## config.mk

```make
export PLATFORM = sky130hd
export DESIGN_NAME = ioctl_wb_loader
export DESIGN_NICKNAME = d
export VERILOG_FILES = /design/src/rtl/archie_loader_pkg.sv /design/src/rtl/loader_fifo.sv /design/src/rtl/ioctl_wb_loader.sv
export SDC_FILE = /design/constraint.sdc
export NUM_CORES = 1
export LEC_CHECK = 0
export ABC_AREA = 1
export CORE_MARGIN = 2
export CORE_UTILIZATION = 45
export DETAILED_ROUTE_END_ITERATION = 7
export HOLD_SLACK_MARGIN = 0.15
export SLEW_MARGIN = 0
export SYNTH_ARGS = -nofsm -noshare
export SYNTH_HDL_FRONTEND = slang
export SYNTH_HIERARCHICAL = 1
export SYNTH_SLANG_ARGS = --single-unit
```

## constraint.sdc

```tcl
create_clock -name clk_sys -period 6.6 [get_ports clk_sys]
set_clock_uncertainty 0.2 [all_clocks]
set_input_delay 1.98 -clock clk_sys [delete_from_list [all_inputs] [get_ports clk_sys]]
set_output_delay 1.98 -clock clk_sys [all_outputs]
set_load 0.03 [all_outputs]
```

## src/rtl/archie_loader_pkg.sv

```systemverilog
// archie_loader_pkg: shared types and constants for the ioctl download loader.
// Holds the FIFO word record, byte-lane constants, the wishbone FSM states
// and a helper that builds a FIFO entry from a pending word.
package archie_loader_pkg;

  typedef struct packed {
    logic [25:0] adr;
    logic [3:0]  sel;
    logic [31:0] dat;
  } loader_word_t;

  localparam logic [3:0] SEL_LO  = 4'b0011;
  localparam logic [3:0] SEL_HI  = 4'b1100;
  localparam logic [3:0] SEL_ALL = 4'b1111;

  typedef enum logic {
    IDLE = 1'b0,
    REQ  = 1'b1
  } loader_state_e;

  // Builds a FIFO entry; the word index is a 32-bit word number inside the image.
  function automatic loader_word_t make_word(input logic [25:0] base,
                                             input logic [21:0] word,
                                             input logic [3:0]  sel,
                                             input logic [31:0] dat);
    loader_word_t w;
    w.adr = base + {2'b00, word, 2'b00};
    w.sel = sel;
    w.dat = dat;
    return w;
  endfunction

endpackage

```

## src/rtl/loader_fifo.sv

```systemverilog
// loader_fifo: small synchronous FIFO of loader_word_t entries.
// DEPTH must be a power of two (pointers wrap naturally). A push while full
// is accepted only when a pop happens in the same cycle.
module loader_fifo
  import archie_loader_pkg::*;
#(
  parameter  int DEPTH = 4,
  localparam int AW    = $clog2(DEPTH),
  localparam int CW    = AW + 1
) (
  input  logic          clk_sys,
  input  logic          reset,
  input  logic          push_i,
  input  loader_word_t  din_i,
  input  logic          pop_i,
  output loader_word_t  dout_o,
  output logic [CW-1:0] count_o,
  output logic          full_o,
  output logic          empty_o
);

  loader_word_t  mem_q [DEPTH];
  logic [AW-1:0] wr_ptr_q;
  logic [AW-1:0] rd_ptr_q;
  logic [CW-1:0] count_q;
  logic          do_push;
  logic          do_pop;

  assign full_o  = (count_q == CW'(DEPTH));
  assign empty_o = (count_q == '0);
  assign count_o = count_q;
  assign dout_o  = mem_q[rd_ptr_q];
  assign do_push = push_i && (!full_o || pop_i);
  assign do_pop  = pop_i && !empty_o;

  // Pointer and occupancy bookkeeping.
  always_ff @(posedge clk_sys) begin
    if (reset) begin
      wr_ptr_q <= '0;
      rd_ptr_q <= '0;
      count_q  <= '0;
    end else begin
      if (do_push) wr_ptr_q <= wr_ptr_q + 1'b1;
      if (do_pop)  rd_ptr_q <= rd_ptr_q + 1'b1;
      case ({do_push, do_pop})
        2'b10:   count_q <= count_q + 1'b1;
        2'b01:   count_q <= count_q - 1'b1;
        default: count_q <= count_q;
      endcase
    end
  end

  // Storage write port.
  // NOTE: the data array is deliberately not reset; occupancy is tracked by
  // the pointers, so stale contents are never observed and no reset fan-out is needed.
  always_ff @(posedge clk_sys) begin
    if (do_push) mem_q[wr_ptr_q] <= din_i;
  end

endmodule

```

## src/rtl/ioctl_wb_loader.sv

```systemverilog
// ioctl_wb_loader: packs 16-bit hps_io download writes for one ioctl index
// into 32-bit wishbone classic write cycles through a small word FIFO.
// Optional feature macro: LOADER_CHECKSUM_EN adds a running checksum output
// of every acked word (unselected lanes counted as zero).
module ioctl_wb_loader
  import archie_loader_pkg::*;
#(
  parameter logic [7:0]  INDEX      = 8'd1,
  parameter logic [25:0] BASE_ADDR  = 26'h400000,
  parameter int          FIFO_DEPTH = 4
) (
  input  logic        clk_sys,
  input  logic        reset,
  input  logic        ioctl_download,
  input  logic [7:0]  ioctl_index,
  input  logic        ioctl_wr,
  input  logic [24:0] ioctl_addr,
  input  logic [15:0] ioctl_dout,
  output logic        ioctl_wait,
  output logic        bus_req,
  output logic        done,
  output logic        wb_cyc,
  output logic        wb_stb,
  output logic        wb_we,
  output logic [3:0]  wb_sel,
  output logic [25:0] wb_adr,
  output logic [31:0] wb_dat_o,
  output logic [2:0]  wb_cti,
  input  logic        wb_ack
`ifdef LOADER_CHECKSUM_EN
  , output logic [31:0] checksum
`endif
);

  localparam int CW = $clog2(FIFO_DEPTH) + 1;
  localparam logic [CW-1:0] WAIT_LVL = CW'(FIFO_DEPTH - 1);
  localparam logic [CW-1:0] CNT_ONE  = CW'(1);

  // Download qualification and edge detect.
  logic active;
  logic active_q;
  logic active_rise;
  assign active      = ioctl_download && (ioctl_index == INDEX);
  assign active_rise = active && !active_q;

  // Incoming halfword mapped onto its lane.
  logic        hw_hi;
  logic [3:0]  hw_sel;
  logic [31:0] hw_dat;
  logic [21:0] hw_word;
  logic        unused_addr;
  assign hw_hi       = ioctl_addr[1];
  assign hw_sel      = hw_hi ? SEL_HI : SEL_LO;
  assign hw_dat      = hw_hi ? {ioctl_dout, 16'h0000} : {16'h0000, ioctl_dout};
  assign hw_word     = ioctl_addr[23:2];
  assign unused_addr = ^{ioctl_addr[24], ioctl_addr[0]};

  // Pending partial word.
  logic        pend_v_q,    pend_v_d;
  logic [21:0] pend_word_q, pend_word_d;
  logic [31:0] pend_dat_q,  pend_dat_d;
  logic [3:0]  pend_sel_q,  pend_sel_d;

  // FIFO interface.
  logic          push;
  loader_word_t  push_entry;
  logic          pop;
  loader_word_t  fifo_head;
  logic [CW-1:0] fifo_count;
  logic          fifo_full;
  logic          fifo_empty;

  // Wishbone master registers.
  loader_state_e state_q, state_d;
  logic          cyc_q, cyc_d;
  logic          stb_q, stb_d;
  logic          we_q,  we_d;
  logic [3:0]    sel_q, sel_d;
  logic [25:0]   adr_q, adr_d;
  logic [31:0]   dat_q, dat_d;

  // Completion tracking.
  logic pushed_q, pushed_d;
  logic done_q,   done_d;
  logic bus_req_q, bus_req_d;

  // Pending-word update and FIFO push decision (one push per cycle at most).
  // NOTE: combinational blocks use blocking assignments and give every output a
  // default first, so no path leaves a signal unassigned and no latch is inferred.
  always_comb begin
    pend_v_d    = pend_v_q;
    pend_word_d = pend_word_q;
    pend_dat_d  = pend_dat_q;
    pend_sel_d  = pend_sel_q;
    push        = 1'b0;
    push_entry  = make_word(BASE_ADDR, pend_word_q, pend_sel_q, pend_dat_q);
    if (ioctl_wr && active) begin
      if (!pend_v_q) begin
        pend_v_d    = 1'b1;
        pend_word_d = hw_word;
        pend_dat_d  = hw_dat;
        pend_sel_d  = hw_sel;
      end else if ((hw_word == pend_word_q) && ((pend_sel_q & hw_sel) == 4'b0000)) begin
        // Two disjoint halfword lanes always complete the word.
        push       = 1'b1;
        push_entry = make_word(BASE_ADDR, pend_word_q, pend_sel_q | hw_sel,
                               pend_dat_q | hw_dat);
        pend_v_d   = 1'b0;
      end else begin
        push        = 1'b1;
        pend_v_d    = 1'b1;
        pend_word_d = hw_word;
        pend_dat_d  = hw_dat;
        pend_sel_d  = hw_sel;
      end
    end else if (!active && pend_v_q && !fifo_full) begin
      // Flush the trailing partial word once the download has ended.
      push     = 1'b1;
      pend_v_d = 1'b0;
    end
  end

  loader_fifo #(
    .DEPTH (FIFO_DEPTH)
  ) u_fifo (
    .clk_sys (clk_sys),
    .reset   (reset),
    .push_i  (push),
    .din_i   (push_entry),
    .pop_i   (pop),
    .dout_o  (fifo_head),
    .count_o (fifo_count),
    .full_o  (fifo_full),
    .empty_o (fifo_empty)
  );

  // Wishbone FSM next state: launch from the FIFO head, hold until ack.
  always_comb begin
    state_d = state_q;
    cyc_d   = cyc_q;
    stb_d   = stb_q;
    we_d    = we_q;
    sel_d   = sel_q;
    adr_d   = adr_q;
    dat_d   = dat_q;
    pop     = 1'b0;
    case (state_q)
      IDLE: begin
        if (!fifo_empty) begin
          cyc_d   = 1'b1;
          stb_d   = 1'b1;
          we_d    = 1'b1;
          sel_d   = fifo_head.sel;
          adr_d   = fifo_head.adr;
          dat_d   = fifo_head.dat;
          state_d = REQ;
        end
      end
      REQ: begin
        if (wb_ack) begin
          cyc_d   = 1'b0;
          stb_d   = 1'b0;
          we_d    = 1'b0;
          pop     = 1'b1;
          state_d = IDLE;
        end
      end
      default: state_d = IDLE;
    endcase
  end

  // Completion pulse and port ownership, computed from next-cycle state.
  assign done_d    = !active && pushed_q && fifo_empty && !pend_v_q && (state_q == IDLE);
  assign pushed_d  = push ? 1'b1 : ((done_d || active_rise) ? 1'b0 : pushed_q);
  assign bus_req_d = active || pend_v_d || push ||
                     (!fifo_empty && !(pop && (fifo_count == CNT_ONE))) ||
                     (state_d != IDLE);

  // State registers with synchronous reset.
  always_ff @(posedge clk_sys) begin
    if (reset) begin
      active_q    <= 1'b0;
      pend_v_q    <= 1'b0;
      pend_word_q <= '0;
      pend_dat_q  <= '0;
      pend_sel_q  <= '0;
      state_q     <= IDLE;
      cyc_q       <= 1'b0;
      stb_q       <= 1'b0;
      we_q        <= 1'b0;
      sel_q       <= '0;
      adr_q       <= '0;
      dat_q       <= '0;
      pushed_q    <= 1'b0;
      done_q      <= 1'b0;
      bus_req_q   <= 1'b0;
    end else begin
      active_q    <= active;
      pend_v_q    <= pend_v_d;
      pend_word_q <= pend_word_d;
      pend_dat_q  <= pend_dat_d;
      pend_sel_q  <= pend_sel_d;
      state_q     <= state_d;
      cyc_q       <= cyc_d;
      stb_q       <= stb_d;
      we_q        <= we_d;
      sel_q       <= sel_d;
      adr_q       <= adr_d;
      dat_q       <= dat_d;
      pushed_q    <= pushed_d;
      done_q      <= done_d;
      bus_req_q   <= bus_req_d;
    end
  end

  assign ioctl_wait = active && (fifo_count >= WAIT_LVL);
  assign bus_req    = bus_req_q;
  assign done       = done_q;
  assign wb_cyc     = cyc_q;
  assign wb_stb     = stb_q;
  assign wb_we      = we_q;
  assign wb_sel     = sel_q;
  assign wb_adr     = adr_q;
  assign wb_dat_o   = dat_q;
  assign wb_cti     = 3'b000;

`ifdef LOADER_CHECKSUM_EN
  logic [31:0] checksum_q;
  logic [31:0] acked_masked;
  assign acked_masked = dat_q & {{8{sel_q[3]}}, {8{sel_q[2]}}, {8{sel_q[1]}}, {8{sel_q[0]}}};

  // Running sum of acked words, restarted with each new download.
  always_ff @(posedge clk_sys) begin
    if (reset || active_rise) checksum_q <= '0;
    else if (pop)             checksum_q <= checksum_q + acked_masked;
  end

  assign checksum = checksum_q;
`endif

  // hps_io must honour ioctl_wait, so a push never lands in a full FIFO.
  a_no_overflow: assert property (@(posedge clk_sys) disable iff (reset)
                                  !(push && fifo_full && !pop));

endmodule

```

==> results.py, run 1 <==
metrics = {
    "die": {
        "floorplan.rows": 69,
        "io_pins": 125,
        "placeableCoreArea_mm2": 0.0353,
        "die_h_um": 193,
        "fp.dieArea_mm2": 0.0371,
        "floorplan.initialDensity": 0.454,
        "die_span_x_um": 193,
    },
    "yosys": {
        "post_synth_most_frequent_cells": "sky130_fd_sc_hd__nor2_1 (265), sky130_fd_sc_hd__edfxtp_1 (248), sky130_fd_sc_hd__o21ai_0 (178)",
        "synth_area_leader_cell": "sky130_fd_sc_hd__edfxtp_1",
        "synth.top_cells.by_area": "sky130_fd_sc_hd__edfxtp_1 (46%), sky130_fd_sc_hd__dfxtp_1 (17%), sky130_fd_sc_hd__nor2_1 (6.2%)",
        "netlist_instances": 1516,
        "postSynth.topFlopCell": "sky130_fd_sc_hd__edfxtp_1",
        "synth.top_cell.area_share": 0.465,
        "seq_area_frac_synth": 0.632,
        "ys_warn_count": 6,
        "syn-mean-instance-area_um2": 10.6,
        "asyncSetResetFlopFracSynth": 0,
        "synthMostInstantiatedCell": "sky130_fd_sc_hd__nor2_1",
        "synth_enable_flop_cells": 248,
        "synthesis.area_mm2": 0.0160,
        "ys_seq_elements": 382,
        "yosys.cell_types.count": 37,
    },
    "layout": {
        "area.sequential_mm2": 0.0101,
        "layout.cell_area.non_filler_mm2": 0.0188,
        "ant_diodes": 0,
        "filler_cell_count": 3093,
        "drive_above_1_share": 0.134,
        "multi_input_area_mm2": 0.00510,
        "flow.area_growth_from_synthesis_pct": 17.5,
        "nNetsFinal": 1668,
    },
    "clocking": {
        "postCtsSetupRepairBufs": 0,
        "clock_latency_ps": 530,
        "ctsHtreeMaxLevel": 2,
        "cts.repair.resized": 0,
        "clk_path_buf_depth": 3,
        "cts_inserted_buffers": 41,
        "clk_root_buffer_cell": "sky130_fd_sc_hd__clkbuf_16",
        "cts_num_sinks": 382,
        "cts.reportedPaths.clkPinSlew_ps": 60,
        "cts_tree": "built",
        "cts.hold.buffers_added": 0,
    },
    "drt": {
        "dr_total_vias": 11100,
        "firstDrtPassIters": 5,
        "drt_drc_violations_left": 0,
        "detail-route-antenna-nets": 0,
        "vias_per_cell": 5.27,
        "detailedRoute.firstIterationViolations": 829,
        "routed_wirelength_um": 37200,
        "wl_per_cell_um": 17.7,
    },
    "timing": {
        "timing.fmax_ghz": 0.168,
        "finalHoldWorstSlack_ps": 266,
        "max-slew-margin-rel": 0.322,
        "grt_setup_unrepaired": "false",
        "post-route-min-period_ps": 5960,
        "final-setup-viol-count": 0,
        "tightestPinTransition_ps": 1010,
        "final-max-slew-violation-count": 0,
        "setup_tns_ps": 0,
        "post-route-period-util": 0.904,
        "report.final.hold_viol_count": 0,
    },
    "grt": {
        "groute.usage.overall": 0.204,
        "grt_pass1_wl_um": 59000,
        "grt_antenna_before_repair": 0,
        "largest_net_degree_at_the_start_of_global_routing": 125,
        "grt-ovfl-total": 0,
        "vias_in_the_first_global_route": 10700,
    },
    "run": {
        "max_cap_violations": 0,
    },
    "worst_setup_path": {
        "required_worst_endpoint_ps": 4420,
        "criticalPathCategory": "in -> out",
        "worst_setup_path_end_kind": "output pin",
        "critPathArrivalTime_ps": 3780,
        "critPathLaunchType": "primary input",
        "worstPathMaxFanout": 5,
    },
    "min_path": {
        "hold_path.class": "reg -> reg",
    },
    "outcome": {
        "run_status": "completed",
    },
    "power": {
        "cellLeakagePower_nw": 6.45,
        "fin_total_pwr_mw": 4.92,
        "power.density_mw_per_mm2": 261,
        "irDropWorstVdd_uv": 188,
    },
    "place": {
        "gp_congestion": 0.760,
        "dpl.hpwl_um": 20600,
        "numPortBuffers": 119,
        "placed_area_mm2": 0.0175,
    },
}
[where the power goes]
| part | total (mW) | leakage, nW | switching (mW) | internal [mW] |
|---|---|---|---|---|
| clock | 2.29 | 0.675 | 0.908 | 1.39 |
| sequential | 2.52 | 3.11 | 0.00101 | 2.52 |
| combinational | 0.104 | 2.67 | 0.0611 | 0.0430 |
[cells in the final DEF, fill, tap and decap left out, types with 2 or more instances in the layout]
cell,instances
sky130_fd_sc_hd__clkinv_2,12
sky130_fd_sc_hd__clkbuf_16,43
sky130_fd_sc_hd__xor2_1,4
sky130_fd_sc_hd__nor2_4,5
sky130_fd_sc_hd__nor2_1,259
sky130_fd_sc_hd__o22ai_1,2
sky130_fd_sc_hd__clkbuf_8,3
sky130_fd_sc_hd__dfxtp_1,132
sky130_fd_sc_hd__ha_1,6
sky130_fd_sc_hd__conb_1,15
sky130_fd_sc_hd__o21ai_1,13
sky130_fd_sc_hd__inv_1,61
sky130_fd_sc_hd__o21bai_1,32
sky130_fd_sc_hd__nor3_1,5
sky130_fd_sc_hd__bufinv_16,4
sky130_fd_sc_hd__buf_12,6
sky130_fd_sc_hd__nand3_1,99
sky130_fd_sc_hd__clkinv_1,3
sky130_fd_sc_hd__buf_4,13
sky130_fd_sc_hd__clkdlybuf4s50_1,119
sky130_fd_sc_hd__a21oi_1,66
sky130_fd_sc_hd__nand2_1,157
sky130_fd_sc_hd__nor2_2,62
sky130_fd_sc_hd__inv_2,4
sky130_fd_sc_hd__edfxtp_1,248
sky130_fd_sc_hd__clkbuf_1,10
sky130_fd_sc_hd__o22ai_2,60
sky130_fd_sc_hd__nand4_1,4
sky130_fd_sc_hd__o21ai_0,178
[critical path, cell delays in order]
cell                              delay, ps
sky130_fd_sc_hd__clkdlybuf4s50_1        470
sky130_fd_sc_hd__inv_1                   50
sky130_fd_sc_hd__nor3_1                 230
sky130_fd_sc_hd__nand3_1                200
sky130_fd_sc_hd__nor2_1                 160
sky130_fd_sc_hd__clkdlybuf4s50_1        690
[final cells by class]
cell class,instances,share of cell area
multi-input combinational,977,0.271
inverter,67,0.0137
tap,461,0.0306
sequential,382,0.538
timing repair buffer,138,0.0748
clock buffer,56,0.0613
clock inverter,20,0.0108
[cell families after synthesis]
kind of cell	Yosys count	share of synthesized area
AND/OR/NAND/NOR	596	0.159
flip-flops	382	0.632
AO/OA/AOI/OAI	354	0.144
buffers and inverters	171	0.0560
adder cells (fa/ha/maj)	7	0.00593
XOR/XNOR	5	0.00273
other	1	0.000234
[flip-flops by register name, indices dropped and copies added, names as in the netlist, named ones only]
name / cells
state_q: 1
u_fifo/wr_ptr_q: 2
pend_v_q: 1
pend_sel_q: 2
pend_word_q: 22
wb_adr: 26
u_fifo/mem_q: 248
pend_dat_q: 32
wb_sel: 4
wb_we: 1
done: 1
wb_dat_o: 32
active_q: 1
bus_req: 1
u_fifo/count_o: 3
pushed_q: 1
u_fifo/rd_ptr_q: 2
[path summary, 6_finish.rpt]
| kind | startpoint | slack [ps] | cells after the start | end |
|---|---|---|---|---|
| max | ioctl_download | 640 | 6 | ioctl_wait |
| min | pend_sel_q[1] | 270 | 2 | pend_sel_q[1] |
| max reg2reg | pend_v_q | 3860 | 7 | u_fifo/mem_q[1][35] |
| min reg2reg | pend_sel_q[1] | 270 | 2 | pend_sel_q[1] |
[layer usage]
metal / part of all wire / track usage / vias to the layer above
li1: - / - / 5399
met1: 0.46 / 0.284 / 5367
met2: 0.48 / 0.341 / 255
met3: 0.043 / 0.0255 / 46
met4: 0.017 / 0.0479 / 0
met5: 0 / 0 / -
[stage by stage]
step,instances,utilization,setup WS [ps]
finish,2101,0.534,635
detailed placement,2025,0.495,633
floorplan,1530,-,345
global route,2101,0.534,466
CTS,2101,0.534,618
global placement,2025,0.495,646
(Power assumes the default switching activity.)
==> inputs of run 2 (changes only) <==
Settings changed: DONT_BUFFER_PORTS set to 1, SLEW_MARGIN 0 to unset.
==> run 2 against run 1 <==
  * First-iteration DRC count decreased by 8.9%
  * Sequential power barely moved
  * Largest cell class unchanged
  * Critical path depth fell by 1
  * Global-route usage is 0.65 points lower
  * Maximum frequency up 16%
  * Routed wire length decreased by 1.6%
  * Highest routed layer unchanged
  * Final cell count fell by 5.7%
  * Setup slack better by 840 ps
==> results.py, run 2 (synthesized netlist as in run 1, its figures left out) <==
metrics = {
    "outcome": {
        "run_status": "completed",
    },
    "min_path": {
        "hold_path_startpoint": "pend_sel_q[1]",
        "timing.hold.worst_path_depth": 2,
        "hold_path.class": "reg -> reg",
        "hold_ep": "pend_sel_q[1]",
    },
    "timing": {
        "final-max-slew-violation-count": 0,
        "report.final.hold_viol_count": 0,
        "setup_tns_ps": 0,
        "post-route-period-util": 0.776,
        "timing.fmax_ghz": 0.195,
        "max-slew-margin-rel": 0.299,
        "final-setup-viol-count": 0,
        "grt_setup_unrepaired": "false",
        "finalHoldWorstSlack_ps": 271,
        "tightestPinTransition_ps": 1050,
        "post-route-min-period_ps": 5120,
    },
    "grt": {
        "groute.usage.overall": 0.198,
        "grt-ovfl-total": 0,
        "vias_in_the_first_global_route": 9963,
        "grt_antenna_before_repair": 0,
        "grt_pass1_wl_um": 56400,
        "largest_net_degree_at_the_start_of_global_routing": 125,
    },
    "die": {
        "die_h_um": 193,
        "die_span_x_um": 193,
        "fp.dieArea_mm2": 0.0371,
        "floorplan.rows": 69,
        "floorplan.initialDensity": 0.454,
        "placeableCoreArea_mm2": 0.0353,
        "io_pins": 125,
    },
    "drt": {
        "dr_total_vias": 10700,
        "wl_per_cell_um": 18.5,
        "routed_wirelength_um": 36600,
        "detail-route-antenna-nets": 0,
        "detailedRoute.firstIterationViolations": 755,
        "drt_drc_violations_left": 0,
        "vias_per_cell": 5.39,
        "firstDrtPassIters": 5,
    },
    "worst_setup_path": {
        "required_worst_endpoint_ps": 4420,
        "criticalPathCategory": "in -> out",
        "r2r-start": "pend_word_q[17]",
        "critPathArrivalTime_ps": 2940,
        "crit_path_top_delay_cell": "sky130_fd_sc_hd__nor2_1",
        "reg2reg_slack_ps": 3580,
        "worst_setup_path_end_kind": "output pin",
        "critical-path-max-stage-delay_ps": 480,
        "critPathLaunchType": "primary input",
        "path_cells": "inv_1, nand2_1, nor3_1, nand3_1, nor2_1",
        "worstPathMaxFanout": 5,
        "r2r.worst_path.cells": 9,
        "critical_r2r_capture": "u_fifo/mem_q[3][27]",
    },
    "place": {
        "placed_cells_incl_taps": 1904,
        "dpl.hpwl_um": 20000,
        "numPortBuffers": 0,
        "gp_congestion": 0.743,
        "placed_area_mm2": 0.0162,
    },
    "clocking": {
        "cts_inserted_buffers": 42,
        "ctsHtreeMaxLevel": 2,
        "clk_path_buf_depth": 3,
        "cts_num_sinks": 382,
        "clock_latency_ps": 530,
        "clk_root_buffer_cell": "sky130_fd_sc_hd__clkbuf_16",
        "cts.repair.resized": 0,
        "cts.reportedPaths.clkPinSlew_ps": 60,
        "cts.hold.buffers_added": 0,
        "cts_tree": "built",
        "postCtsSetupRepairBufs": 0,
    },
    "layout": {
        "flip_flop_count_of_the_largest_register_all_copies_and_words_added": 248,
        "top_register": "u_fifo/mem_q",
        "area.sequential_mm2": 0.0101,
        "filler_cell_count": 3150,
        "nNetsFinal": 1548,
        "instances_no_fill": 1982,
        "layout.cells.most_common": "sky130_fd_sc_hd__nor2_1",
        "drive_above_1_share": 0.137,
        "flow.area_growth_from_synthesis_pct": 9.69,
        "highest_count_cells_in_the_layout_ignoring_fill_and_taps": "sky130_fd_sc_hd__nor2_1 (259), sky130_fd_sc_hd__edfxtp_1 (248), sky130_fd_sc_hd__o21ai_0 (178)",
        "layout.cell_area.non_filler_mm2": 0.0176,
        "ant_diodes": 0,
        "multi_input_area_mm2": 0.00510,
    },
    "run": {
        "max_cap_violations": 0,
    },
    "power": {
        "cellLeakagePower_nw": 5.98,
        "power.density_mw_per_mm2": 274,
        "fin_total_pwr_mw": 4.82,
        "irDropWorstVdd_uv": 163,
    },
}
-- run 2: cell count changes in the layout (fill, tap and decap cells not counted), sizes merged --
cell,delta
buf,-2
bufinv,-2
clkinv,-3
inv,-2
clkdlybuf4s50,-119
clkbuf,+9
-- run 2: per-stage QoR --
stage / utilization / setup WS, ps
after floorplan: - / 345
after global placement: 0.460 / 1490
after detailed placement: 0.460 / 1460
after CTS: 0.498 / 1460
after global routing: 0.498 / 1330
final: 0.498 / 1480
-- run 2: worst max path at each step --
| stage | from | end |
|---|---|---|
| 6_report | ioctl_index[6] | ioctl_wait |
| 5_1_grt | ioctl_index[6] | ioctl_wait |
| 4_1_cts | ioctl_index[6] | ioctl_wait |
| 3_5_place_dp | ioctl_index[6] | ioctl_wait |
| 3_3_place_gp | ioctl_index[6] | ioctl_wait |
| 2_1_floorplan | ioctl_index[6] | u_fifo/mem_q[0][0] |
-- run 2: worst max-delay path, delay by kind of cell --
family,cells,cell delay (ps)
buffers and inverters,1,50
and+or+nand+nor,4,910
-- run 2: where the power goes --
group / switching, mW / leakage (nW) / internal (mW) / total, mW
registers: 0.00407 / 3.11 / 2.52 / 2.52
logic: 0.0325 / 2.22 / 0.0140 / 0.0465
clock network: 0.890 / 0.650 / 1.36 / 2.25
total: 0.926 / 5.98 / 3.89 / 4.82
-- run 2: per-layer routing --
metal | vias up | global-route usage | part of all wire
met3 | 60 | 0.0391 | 0.057
met4 | 0 | 0.0573 | 0.022
met2 | 264 | 0.316 | 0.45
li1 | 5166 | - | -
met5 | - | 0 | 0
met1 | 5184 | 0.274 | 0.47
-- run 2: cell type report --
cell class | count | share of cell area
multi-input combinational | 977 | 0.290
sequential | 382 | 0.576
timing repair buffer | 17 | 0.00939
clock buffer | 65 | 0.0700
inverter | 67 | 0.0148
clock inverter | 13 | 0.00626
tap | 461 | 0.0328
==> inputs of run 3 (changes only) <==
Clock period 6.6 ns to 4.5 ns, I/O delays scaled along.
==> run 3 against run 2 <==
  * Flip-flop and latch count unchanged
  * Global-route usage up 0.11 points
  * Sequential power rose by 47%
  * Register-to-register slack worse by 2000 ps
  * Critical path depth stayed put
  * Hold slack got worse by 9.9 ps
  * Setup slack worse by 880 ps
  * Final area increased by 0.28%
  * Sequential share of layout area shrank 0.16 points
  * Largest power group unchanged
==> results.py, run 3 (synthesized netlist as in run 1, its figures left out) <==
metrics = {
    "clocking": {
        "postCtsSetupRepairBufs": 0,
        "clock_latency_ps": 540,
        "cts_tree": "built",
        "clk_path_buf_depth": 3,
        "cts.hold.buffers_added": 0,
        "cts_inserted_buffers": 40,
        "cts.repair.resized": 0,
        "clk_root_buffer_cell": "sky130_fd_sc_hd__clkbuf_16",
        "cts.reportedPaths.clkPinSlew_ps": 60,
        "cts_num_sinks": 382,
        "ctsHtreeMaxLevel": 2,
    },
    "power": {
        "irDropWorstVdd_uv": 215,
        "clock_power_share": 0.459,
        "cell_internal_pwr_mw": 5.60,
        "cellLeakagePower_nw": 6.01,
        "pwr-share-comb": 0.010,
        "sequentialPowerShare": 0.531,
        "fin_total_pwr_mw": 6.97,
        "net_switching_power_of_the_design_mw": 1.37,
        "power.switching_fraction": 0.196,
        "power.density_mw_per_mm2": 395,
    },
    "layout": {
        "flip_flop_count_of_the_largest_register_all_copies_and_words_added": 248,
        "top_register": "u_fifo/mem_q",
        "final_core_utilization": 0.499,
        "ant_diodes": 0,
        "nNetsFinal": 1554,
        "layout.cells.most_common": "sky130_fd_sc_hd__nor2_1",
        "highest_count_cells_in_the_layout_ignoring_fill_and_taps": "sky130_fd_sc_hd__nor2_1 (259), sky130_fd_sc_hd__edfxtp_1 (248), sky130_fd_sc_hd__o21ai_0 (178)",
        "flow.area_growth_from_synthesis_pct": 9.99,
        "drive_above_1_share": 0.142,
        "area.sequential_mm2": 0.0101,
        "filler_cell_count": 3142,
        "multi_input_area_mm2": 0.00510,
    },
    "worst_setup_path": {
        "required_worst_endpoint_ps": 2950,
        "criticalPathCategory": "in -> out",
        "worstPathMaxFanout": 5,
        "critical_r2r_capture": "u_fifo/mem_q[3][28]",
        "r2r-start": "pend_word_q[17]",
        "critPathLaunchType": "primary input",
        "r2r.worst_path.cells": 9,
        "critPathArrivalTime_ps": 2350,
        "reg2reg_slack_ps": 1620,
        "worst_setup_path_end_kind": "output pin",
    },
    "die": {
        "die_h_um": 193,
        "floorplan.initialDensity": 0.454,
        "die_span_x_um": 193,
        "io_pins": 125,
        "fp.dieArea_mm2": 0.0371,
        "floorplan.rows": 69,
        "placeableCoreArea_mm2": 0.0353,
    },
    "grt": {
        "largest_net_degree_at_the_start_of_global_routing": 125,
        "grt_antenna_before_repair": 0,
        "groute.usage.overall": 0.199,
        "vias_in_the_first_global_route": 10100,
        "grt-ovfl-total": 0,
        "grt_pass1_wl_um": 57100,
    },
    "timing": {
        "final-max-slew-violation-count": 0,
        "post-route-min-period_ps": 3900,
        "finalHoldWorstSlack_ps": 262,
        "final-setup-viol-count": 0,
        "report.final.hold_viol_count": 0,
        "post-route-period-util": 0.868,
        "tightestPinTransition_ps": 937,
        "grt_setup_unrepaired": "false",
        "setup_tns_ps": 0,
        "timing.fmax_ghz": 0.256,
        "max-slew-margin-rel": 0.375,
    },
    "drt": {
        "drt_drc_violations_left": 0,
        "detailedRoute.firstIterationViolations": 808,
        "dr_total_vias": 10600,
        "firstDrtPassIters": 5,
        "vias_per_cell": 5.34,
        "wl_per_cell_um": 18.4,
        "detail-route-antenna-nets": 0,
        "routed_wirelength_um": 36600,
    },
    "min_path": {
        "hold_ep": "pend_sel_q[1]",
        "hold_path.class": "reg -> reg",
        "timing.hold.worst_path_depth": 2,
        "hold_path_startpoint": "pend_sel_q[1]",
    },
    "place": {
        "dpl.hpwl_um": 20600,
        "numPortBuffers": 0,
        "gp_congestion": 0.737,
    },
    "run": {
        "max_cap_violations": 0,
    },
    "outcome": {
        "run_status": "completed",
    },
}
-- run 3: changes by cell type in the layout (fill, tap and decap cells not counted), sizes merged --
| cell | delta |
|---|---|
| buf | +8 |
| bufinv | -1 |
| clkbuf | -3 |
| clkinv | -3 |
| clkinvlp | -1 |
| inv | +3 |
-- run 3: worst max path at each step --
stage                               from                 end  slack (ps)  depth (start not counted)
after floorplan           ioctl_index[6]  u_fifo/mem_q[0][0]        -130                         10
after global placement    ioctl_index[6]          ioctl_wait         650                          5
after detailed placement  ioctl_index[6]          ioctl_wait         590                          5
after CTS                 ioctl_index[6]          ioctl_wait         580                          5
after global routing      ioctl_index[6]          ioctl_wait         470                          5
final                     ioctl_index[6]          ioctl_wait         600                          5
-- run 3: layer usage --
layer	GRT usage	share of wire	vias up
met3	0.0404	0.053	43
met1	0.278	0.46	5163
met4	0.0484	0.015	0
li1	-	-	5177
met2	0.318	0.47	211
met5	0	0	-
-- run 3: area by class of cell --
class,instances,area share
Multi-Input combinational cell,977,0.290
Timing Repair Buffer,25,0.0156
Clock buffer,62,0.0678
Sequential cell,382,0.575
Tap cell,461,0.0327
Clock inverter,11,0.00483
Inverter,67,0.0148
-- run 3: power by group through the flow --
| stage | logic [mW] | clock network (mW) | registers [mW] |
|---|---|---|---|
| after floorplan | 0.0628 | 0 | 3.77 |
| final | 0.0677 | 3.20 | 3.70 |
| after CTS | 0.0675 | 3.27 | 3.70 |
| after global routing | 0.0779 | 3.40 | 3.70 |
| after detailed placement | 0.0675 | 0 | 3.77 |
| after global placement | 0.0660 | 0 | 3.77 |
-- run 3: worst max-delay path, cell delays in order --
cell                      delay (ps)
sky130_fd_sc_hd__inv_1            50
sky130_fd_sc_hd__nand2_1          60
sky130_fd_sc_hd__nor3_1          190
sky130_fd_sc_hd__nand3_1         210
sky130_fd_sc_hd__nor2_1          490
-- run 3: through the flow --
step / setup slack (ps) / cells / cell area (um2)
after floorplan: -133 / 1530 / 16100
after global placement: 654 / 1912 / 16400
after detailed placement: 586 / 1912 / 16400
after CTS: 583 / 1985 / 17600
after global routing: 467 / 1985 / 17600
final: 595 / 1985 / 17600
